### config.mk
export PLATFORM = sky130hd
export DESIGN_NAME = board_ctrl
export DESIGN_NICKNAME = d
export VERILOG_FILES = /design/src/rtl/board_ctrl.sv
export SDC_FILE = /design/constraint.sdc
export NUM_CORES = 1
export LEC_CHECK = 0
export BUFFER_PORTS_ARGS = -buffer_cell sky130_fd_sc_hd__buf_2
export CAP_MARGIN = 20
export CORE_ASPECT_RATIO = 0.5
export CORE_UTILIZATION = 40
export CTS_BUF_LIST = sky130_fd_sc_hd__clkbuf_4 sky130_fd_sc_hd__clkbuf_8 sky130_fd_sc_hd__clkbuf_16
export CTS_CLUSTER_SIZE = 8
export DETAILED_ROUTE_END_ITERATION = 8
export GPL_TIMING_DRIVEN = 0
export REMOVE_ABC_BUFFERS = 1
export SLEW_MARGIN = 20
export SYNTH_ARGS = -nofsm -noshare
export SYNTH_HDL_FRONTEND = slang
export SYNTH_SLANG_ARGS = --single-unit
### constraint.sdc
create_clock -name clk -period 6.68 [get_ports clk]
set_clock_uncertainty 0.1 [all_clocks]
set_input_delay 0.334 -clock clk [delete_from_list [all_inputs] [get_ports clk]]
set_output_delay 0.334 -clock clk [all_outputs]
set_load 0.02 [all_outputs]
### src/rtl/board_ctrl.sv
// board_ctrl: tic-tac-toe board controller.
// Samples move requests (update_loc plus the rising edge of submit), checks
// them against the current board, writes the mover's mark and evaluates
// win/draw one cycle later. It then hands the turn to the other side.
// The board and turn registers here are the authoritative copies.
//
// Ports:
//   clk         system clock, rising edge
//   rst         asynchronous active-high reset
//   update_loc  requested cell 0..8, row-major
//   submit      move strobe; only its rising edge counts
//   clear       synchronous new-game request (wins over a move edge)
//   board_state cell i at bits [2i+1:2i]; 00 blank, 01 player, 10 AI
//   turn        side whose move is accepted next (0 player, 1 AI)
//   move_ack    one-cycle pulse, move accepted and written
//   move_err    one-cycle pulse, move rejected
//   game_over   high while the game is finished
//   winner      00 none, 01 player, 10 AI, 11 draw
module board_ctrl #(
  parameter bit FIRST_TURN = 1'b0
) (
  input  logic        clk,
  input  logic        rst,
  input  logic [3:0]  update_loc,
  input  logic        submit,
  input  logic        clear,
  output logic [17:0] board_state,
  output logic        turn,
  output logic        move_ack,
  output logic        move_err,
  output logic        game_over,
  output logic [1:0]  winner
);

  localparam logic [1:0] CELL_BLANK = 2'b00;
  localparam logic [1:0] CELL_X     = 2'b01;
  localparam logic [1:0] CELL_O     = 2'b10;
  localparam logic [1:0] WIN_DRAW   = 2'b11;

  typedef enum logic [1:0] {
    WAIT,
    EVAL,
    OVER
  } state_t;

  state_t     state;
  logic       submit_q;
  logic [3:0] move_count;
  logic       move_edge;
  logic       target_blank;
  logic [1:0] win_code;
  logic [1:0] cells [9];

  function automatic logic [1:0] line_code(input logic [1:0] a,
                                           input logic [1:0] b,
                                           input logic [1:0] c);
    return (a != CELL_BLANK && a == b && b == c) ? a : CELL_BLANK;
  endfunction

  assign move_edge = submit & ~submit_q;

  // Unpack the board into cells; an out-of-range location never matches,
  // so it is never blank and falls through to the rejection path.
  always_comb begin
    target_blank = 1'b0;
    for (int i = 0; i < 9; i++) begin
      cells[i] = board_state[2*i +: 2];
      if (update_loc == 4'(i))
        target_blank = (board_state[2*i +: 2] == CELL_BLANK);
    end
  end

  // Only the side that just moved can complete a line, so at most one mark
  // code can be present and OR-ing the eight line results is safe.
  always_comb begin
    win_code = line_code(cells[0], cells[1], cells[2])
             | line_code(cells[3], cells[4], cells[5])
             | line_code(cells[6], cells[7], cells[8])
             | line_code(cells[0], cells[3], cells[6])
             | line_code(cells[1], cells[4], cells[7])
             | line_code(cells[2], cells[5], cells[8])
             | line_code(cells[0], cells[4], cells[8])
             | line_code(cells[2], cells[4], cells[6]);
  end

  // Main game FSM with registered outputs. submit_q always follows submit
  // (outside reset), so an edge that arrives in EVAL or alongside clear
  // is consumed even though it has no effect.
  always_ff @(posedge clk or posedge rst) begin
    if (rst) begin
      state       <= WAIT;
      submit_q    <= 1'b0;
      move_count  <= 4'd0;
      board_state <= 18'h0;
      turn        <= FIRST_TURN;
      move_ack    <= 1'b0;
      move_err    <= 1'b0;
      game_over   <= 1'b0;
      winner      <= 2'b00;
    end else begin
      submit_q <= submit;
      move_ack <= 1'b0;
      move_err <= 1'b0;
      if (clear) begin
        state       <= WAIT;
        move_count  <= 4'd0;
        board_state <= 18'h0;
        turn        <= FIRST_TURN;
        game_over   <= 1'b0;
        winner      <= 2'b00;
      end else begin
        case (state)
          WAIT: begin
            if (move_edge) begin
              if (target_blank) begin
                for (int i = 0; i < 9; i++) begin
                  if (update_loc == 4'(i))
                    board_state[2*i +: 2] <= turn ? CELL_O : CELL_X;
                end
                move_count <= move_count + 4'd1;
                move_ack   <= 1'b1;
                state      <= EVAL;
              end else begin
                move_err <= 1'b1;
              end
            end
          end
          EVAL: begin
            if (win_code != CELL_BLANK) begin
              winner    <= win_code;
              game_over <= 1'b1;
              state     <= OVER;
            end else if (move_count == 4'd9) begin
              winner    <= WIN_DRAW;
              game_over <= 1'b1;
              state     <= OVER;
            end else begin
              turn  <= ~turn;
              state <= WAIT;
            end
          end
          OVER: begin
            if (move_edge)
              move_err <= 1'b1;
          end
          default: state <= WAIT;
        endcase
      end
    end
  end

endmodule

## Word-level counts from Yosys, hierarchy flattened

Cells that the tools add are included.
Widths: inputs -> output; s select.

- Bits of input ports: 8
- Output and inout bits: 24
- Word-level logic and storage cells: 182
- Register bits: 31

- Reductions and logical operators: 60
- Muxes and demuxes: 62
- Add/sub/neg operators: 1
- Eq/ne operators: 32
- Bitwise operators: 10

Operators by type and width:

| kind | count |
|---|---|
| $mux 18 | 4 |
| $mux 2 | 27 |
| $reduce_bool 2->1 | 19 |
| $reduce_and 4->1 | 9 |
| $eq 2x2->1 | 16 |
| $mux 1 | 25 |
| $logic_not 2->1 | 10 |
| $eq 4x3->1 const B | 4 |
| $logic_and 1x1->1 | 16 |
| $mux 4 | 4 |
| $or 2x2->2 | 7 |
| $reduce_and 3->1 | 3 |
| $eq 4x2->1 const B | 2 |
| $eq 4x4->1 const B | 2 |
| $ne 2x2->1 const B | 3 |
| $ne 3x3->1 const B | 2 |
| $pmux 2 s3 | 1 |
| $add 4x1->4 const B | 1 |
| $eq 4x1->1 const B | 1 |
| $logic_not 4->1 | 1 |
| $reduce_bool 3->1 | 1 |
| $eq 2x1->1 const B | 1 |
| $eq 2x2->1 const B | 1 |
| $not 1->1 | 2 |
| other kinds (3) | 3 |

## Logic depth before layout (Yosys ltp)

Gate-level depths: netlist of run 1.

- Word-level depth: 15
- Depth in mapped cells: 9
- Depth with buffers taken out: 7

## Least setup slack after synthesis of run 1

OpenSTA, ideal clock, no wires.

- Path type: register -> register
- Start: register board_state[9]
- End: register turn
- Path buffers: 1
- Stages on the path, launching flop included: 8
- Data arrival time: 2.084 ns
- Required time: 6.455 ns
- Setup slack: 4.371 ns
- Period minus slack after synthesis: 2.309 ns
- Library setup time: 0.125 ns
- Path through: dfrtp_1 > buf_2 > and3_1 > o211ai_1 > a41oi_1 > nor4b_4 > nor4b_4 > mux2_4

- Cells in the longest elaborated chain, start to end: 14
- Elaborated cells on any way between the ends: 30
- Those cells by class: eq/ne (9); mux (4); bitwise (7); reduce/logical (10)

Ends and longest elaborated chain:

| item | line | source |
|---|---|---|
| start, declared | 27 | `output logic [17:0] board_state,` |
| start signal, assigned by index | 118 | `board_state[2*i +: 2] <= turn ? CELL_O : CELL_X;` |
| $eq 2x2->1 | 57 | `return (a != CELL_BLANK && a == b && b == c) ? a : CELL_BLANK;` |
| $logic_and 1x1->1 (2 in series) | 57 |  |
| $mux 2 | 57 |  |
| $or 2x2->2 | 77 | `\| line_code(cells[3], cells[4], cells[5])` |
| $or 2x2->2 | 78 | `\| line_code(cells[6], cells[7], cells[8])` |
| $or 2x2->2 | 79 | `\| line_code(cells[0], cells[3], cells[6])` |
| $or 2x2->2 | 80 | `\| line_code(cells[1], cells[4], cells[7])` |
| $or 2x2->2 | 81 | `\| line_code(cells[2], cells[5], cells[8])` |
| $or 2x2->2 | 82 | `\| line_code(cells[0], cells[4], cells[8])` |
| $or 2x2->2 * | 83 | `\| line_code(cells[2], cells[4], cells[6]);` |
| $reduce_bool 2->1 * | 129 | `if (win_code != CELL_BLANK) begin` |
| $ne 2x2->1 (no source line) * | n/a |  |
| $reduce_and 3->1 (no source line) * | n/a |  |
| end signal, assigned | 138 | `turn <= ~turn;` |
| end, declared | 28 | `output logic turn,` |

Every way passes the cells marked *; elsewhere a longest branch is shown, timed or not.
A chain may end at the register's enable or synchronous reset.

## Worst setup path in the final report of run 1

- Start: register board_state[13]
- End: register turn

- Cells in the longest elaborated chain, start to end: 13
- Elaborated cells on any way between the ends: 20
- Those cells by class: eq/ne (4); mux (3); bitwise (6); reduce/logical (7)

Ends and longest elaborated chain:

| item | line |
|---|---|
| $eq 2x2->1 / $reduce_bool 2->1 (equally long branches) | 57 |
| $logic_and 1x1->1 (2 in series) | 57 |
| $mux 2 | 57 |
| $or 2x2->2 | 78 |
| $or 2x2->2 | 79 |
| $or 2x2->2 | 80 |
| $or 2x2->2 | 81 |
| $or 2x2->2 | 82 |
| $or 2x2->2 * | 83 |
| $reduce_bool 2->1 * | 129 |
| $ne 2x2->1 (no source line) * | n/a |
| $reduce_and 3->1 (no source line) * | n/a |

Marked as above.

==> run metrics, run 1 <==
Iteration-0 DRC Markers 206; grt ovf 0; biggest area consumer among synthesized cells dfrtp_1; Pre-antenna DRT Iters 4; worst skew pair latency 0.28 ns; global-route wire length before repair 8370 um; Mapped Area 1910 um^2; clock root cell clkbuf_8; # nets final 240; PortBufs 31; Top cell by count, worst path nor4b_4; Critical Path Sink Type register; Post-CTS Hold Fix Bufs 0; initial antenna violation count 0; Seq/Total Area, Yosys 40.7%; LEAKAGE 0.969 nW; Synth cell types 44; final hold slack 0.0499 ns; minimum period implied by the final worst setup slack 2.52 ns; Sink Count 31; critical path class register to register; Die Area 5060 um^2; htree depth 2; status finished, final reports clean; Cell Rows 17; HP Class input port to asynchronous set/reset pin; main flop type after synthesis dfrtp_1; slack of the critical path 4.16 ns; setup TNS 0 ns; Critical Path RT 6.74 ns; share of cells above drive strength 1 22.9%; DP HPWL 3440 um; pwr dens 180 nW/um^2; number of remaining DRC errors 0; CP Max Fanout 11; CP Launch Type register; CTS max path bufs 2; Async SR Flop Fraction 100%; crit path cell chain and3_1 > o211ai_1 > a41oi_1 > nor4b_4 > nor4b_4 > mux2_4; die height 50.8 um; EDFF count, synth 0; Synth Instances 206; Initial Util 42.5%; Top Ports 32; max-cap check violation count 0; cts repair resizes 0; GRT Total Usage 21.8%; Fin. Hold Viols 0; post-CTS setup buffers 0; RSZ-0062 raised after global routing false; top cells by area, synth dfrtp_1 41%, o32ai_1 7.3%, inv_1 4.3%; DRT antenna net count 0; Achievable Freq 398 MHz; diode count 0; Synth warnings 0; Worst-path clk slew 0.06 ns; worst slack, placed 4.18 ns; delay-heaviest family, CP simple AND/OR/NAND/NOR gates; CP peak stage delay 0.52 ns; relative slew slack 41.2%; chip width 99.6 um; Routed wire per std cell 16.5 um; vias in the first global route 1583; vias per cell 5.79; worst vdd ir 0.0000788 V; wirelength, routed 4910 um; Crit path buffers/inverters 0; crit path DAT 2.58 ns; pin count of the biggest net entering global routing 38; number of synthesized register bits 31; crit share post-route 37.7%; Synth top area share 40.7%; vias post-DR 1719; worst-margin pin slew 0.878 ns; commonest non-fill, non-tap cells in the layout 31 x dfrtp_1, 31 x buf_2, 21 x inv_1; Core Box Area 4490 um^2; mean post-synth cell area 9.26 um^2; GPL Wtd Cong 0.812; CP max stage cell dfrtp_1; Final Max Tran Viols 0; CTS tree yes; Final setup viols 0; Synth-to-Final Area Change 14.2%; number of CTS-inserted buffers 5
-- report_power, final --
part,switching (mW),total [mW],internal (mW)
combinational,0.0233,0.0334,0.0100
sequential,0.00247,0.193,0.190
clock,0.0673,0.165,0.0980
-- worst register-to-register path, stage by stage, from the launching register on --
cell and delay [ns]:
dfrtp_1 0.52, and3_1 0.25, o211ai_1 0.22, a41oi_1 0.23, nor4b_4 0.47, nor4b_4 0.30, mux2_4 0.32
-- final timing paths --
path / from / endpoint / slack [ns] / cells after the start
setup / recovery: board_state[13] / turn / 4.16 / 6
hold / removal: rst / move_ack / 0.05 / 2
setup reg to reg: board_state[13] / turn / 4.16 / 6
hold reg to reg: game_over / game_over / 0.41 / 2
max in group asynchronous: rst / board_state[3] / 5.99 / 2
min in group clk: submit / submit_q / 0.08 / 1
-- metal layers --
metal  global-route usage, %  routed length [um]
met1                    31.3                2410
met2                    34.1                2230
met4                    4.41                  10
met5                       0                   0
met3                    4.79                 268
-- state kept, by name, indices dropped and copies added, names as in the netlist --
register,count
board_state,18
winner,2
turn,1
submit_q,1
state,2
move_err,1
game_over,1
move_count,4
move_ack,1
-- logic make-up after synthesis --
group           Yosys count  share of synthesized area, %
fa+ha+maj                 2                          1.31
simple gates             82                          27.7
flops                    31                          40.7
mux                       1                         0.787
buf+inv                  36                          8.01
xor+xnor                  1                         0.459
compound gates           53                          21.1
-- cell type report --
| cell class | instances | area [um^2] |
|---|---|---|
| flip-flops and latches | 31 | 776 |
| repair buffers | 31 | 155 |
| well taps | 66 | 82.6 |
| fillers | 428 | 2310 |
| multi-input cells | 139 | 978 |
| clock buffers | 8 | 104 |
| inverters | 22 | 82.6 |
-- metrics by stage --
stage	utilization [%]	instances	area, um^2	total power, mW
3_5_place_dp	46.2	289	2070	0.230
6_report	48.5	297	2180	0.391
4_1_cts	48.5	297	2180	0.395
5_1_grt	48.5	297	2180	0.410
2_1_floorplan	-	192	1840	0.215
3_3_place_gp	46.2	289	2070	0.229
-- synth_stat cells, types with 2 or more instances --
library cell and instances:
a31oi_1 4, nand2_1 9, or3b_2 3, a21oi_1 7, o31ai_1 5, a211oi_1 2
ha_1 2, nor4bb_1 4, nor2_1 14, nand3_1 6, nor4b_4 2, clkbuf_1 5
dfrtp_1 31, o32ai_1 16, and3_1 7, or4bb_1 2, or3_1 5, o211ai_1 4
nand2b_1 4, inv_1 22, buf_2 8, nor2b_1 4, a2111oi_2 2, nor3_1 14
o21ai_0 5
Power figures use the tool's default switching activity.
==> run 2, diff against run 1 <==
==> constraint.sdc (replaced) <==
create_clock -name clk -period 2.1 [get_ports clk]
set_clock_uncertainty 0.1 [all_clocks]
set_input_delay 0.105 -clock clk [delete_from_list [all_inputs] [get_ports clk]]
set_output_delay 0.105 -clock clk [all_outputs]
set_load 0.02 [all_outputs]
==> run metrics, run 2 (synthesis results as in run 1) <==
status finished with violations; minimum period implied by the final worst setup slack 2.32 ns; diode count 0; most common cell after layout, fill and taps aside buf_2; Seq. cell area 786 um^2; CTS max path bufs 2; chip width 99.6 um; # nets final 262; Die Area 5060 um^2; Top Registers board_state x18, move_count x4; crit share post-route 110%; setup TNS -1.45 ns; crit path DAT 2.39 ns; met2 wire length 2810 um; # fillers 373; Iteration-0 DRC Markers 227; Top Ports 32; GPL Wtd Cong 0.812; critical path class register to register; slack of the critical path -0.220 ns; grt ovf 0; relative slew slack 45.9%; max reg flops 18; Cell Rows 17; GRT Total Usage 24.1%; Achievable Freq 431 MHz; multi-input logic area 1300 um^2; global-route wire length before repair 9220 um; Core Box Area 4490 um^2; pin count of the biggest net entering global routing 38; Pre-antenna DRT Iters 4; RSZ-0062 raised after global routing true; number of CTS-inserted buffers 5; worst skew pair latency 0.28 ns; Routed wire per std cell 18.4 um; DP HPWL 3440 um; Top Layer Used met4; HP Class input port to register; die height 50.8 um; largest reg by FF count board_state; wirelength, routed 5870 um; Worst-path clk slew 0.07 ns; clock root cell clkbuf_8; Critical Path RT 2.17 ns; worst vdd ir 0.000262 V; CP Max Fanout 6; htree depth 2; Sink Count 31; vias per cell 5.87; Initial Util 42.5%; wl on met1 2560 um; CTS tree yes; Fin. Hold Viols 0; failing checks negative setup slack; number of remaining DRC errors 0; Util after Layout 59.9%; Final Power 1.30 mW; CP peak stage delay 0.46 ns; vias post-DR 1874; routed wl met3 425 um; worst-margin pin slew 0.812 ns; final std cells w/o fill 319; crit path cell chain buf_6 > buf_6 > or4bb_1 > a21oi_2 > o31ai_2 > nor4b_4 > nor4b_4 > mux2_4; LEAKAGE 1.13 nW; CP Launch Type register; Final Max Tran Viols 0; vias in the first global route 1797; share of cells above drive strength 1 46.2%; placed insts 289; pwr dens 485 nW/um^2; DRT antenna net count 0; CP max stage cell dfrtp_2; Final setup viols 21; commonest non-fill, non-tap cells in the layout 31 x buf_2, 23 x dfrtp_1, 21 x inv_1; PortBufs 31; Critical Path Sink Type register; initial antenna violation count 0; max-cap check violation count 0; Synth-to-Final Area Change 40.9%
==> run 2: cell count changes in the layout (fill, tap and decap cells not counted), sizes merged <==
| cell | before | now |
|---|---|---|
| buf | 31 | 49 |
| dlygate4sd3 | 0 | 2 |
| a21o | 1 | 3 |
==> run 2: area by class of cell <==
cell class | count | area share [%]
Sequential cell | 31 | 29.2
Multi-Input combinational cell | 141 | 48.3
Tap cell | 66 | 3.07
Inverter | 22 | 3.07
Clock buffer | 8 | 3.86
Timing Repair Buffer | 51 | 12.4
==> run 2: final timing paths <==
path                           startpoint        endpoint  slack [ns]  depth (start not counted)
max in group asynchronous             rst  board_state[1]        1.04                          3
min reg2reg                     game_over       game_over        0.41                          2
min                                submit        move_err        0.20                          3
min in group asynchronous             rst        move_ack        0.38                          3
max reg2reg                board_state[9]            turn       -0.22                          8
max                        board_state[9]            turn       -0.22                          8
==> run 2: timing repair <==
item	CTS	global route
setup buffers	18	0
hold endpoints to repair	32	0
hold buffers	2	0
pin swaps	15	6
cloned	0	2
gates resized for setup	30	30
setup endpoints to repair	30	28
==> run 2: per-stage QoR <==
step	setup WS [ns]	area (um^2)	hold WS, ns
final	-0.220	2690	0.196
after global placement	-0.340	2070	0.130
after detailed placement	-0.402	2070	0.133
after global routing	-0.325	2690	0.199
after CTS	-0.180	2490	0.192
after floorplan	-0.151	1840	0.0364
==> run 2: worst max-delay path, delay by kind of cell (launching register included) <==
kind,cells,cell delay [ns]
AO/OA/AOI/OAI,2,0.27
flip-flops,1,0.46
AND/OR/NAND/NOR,3,0.80
multiplexers,1,0.32
buffers and inverters,2,0.26
==> run 2: metal layers <==
layer / vias up / track usage, %
met5: - / 0
met3: 10 / 5.47
met1: 943 / 32.6
met2: 60 / 38.5
li1: 861 / -
met4: 0 / 8.09
==> run 2: power by group <==
group	internal [mW]	switching (mW)	total (mW)	leakage (nW)
Clock	0.312	0.218	0.530	0.0549
Sequential	0.605	0.00818	0.613	0.416
Combinational	0.0562	0.104	0.161	0.662
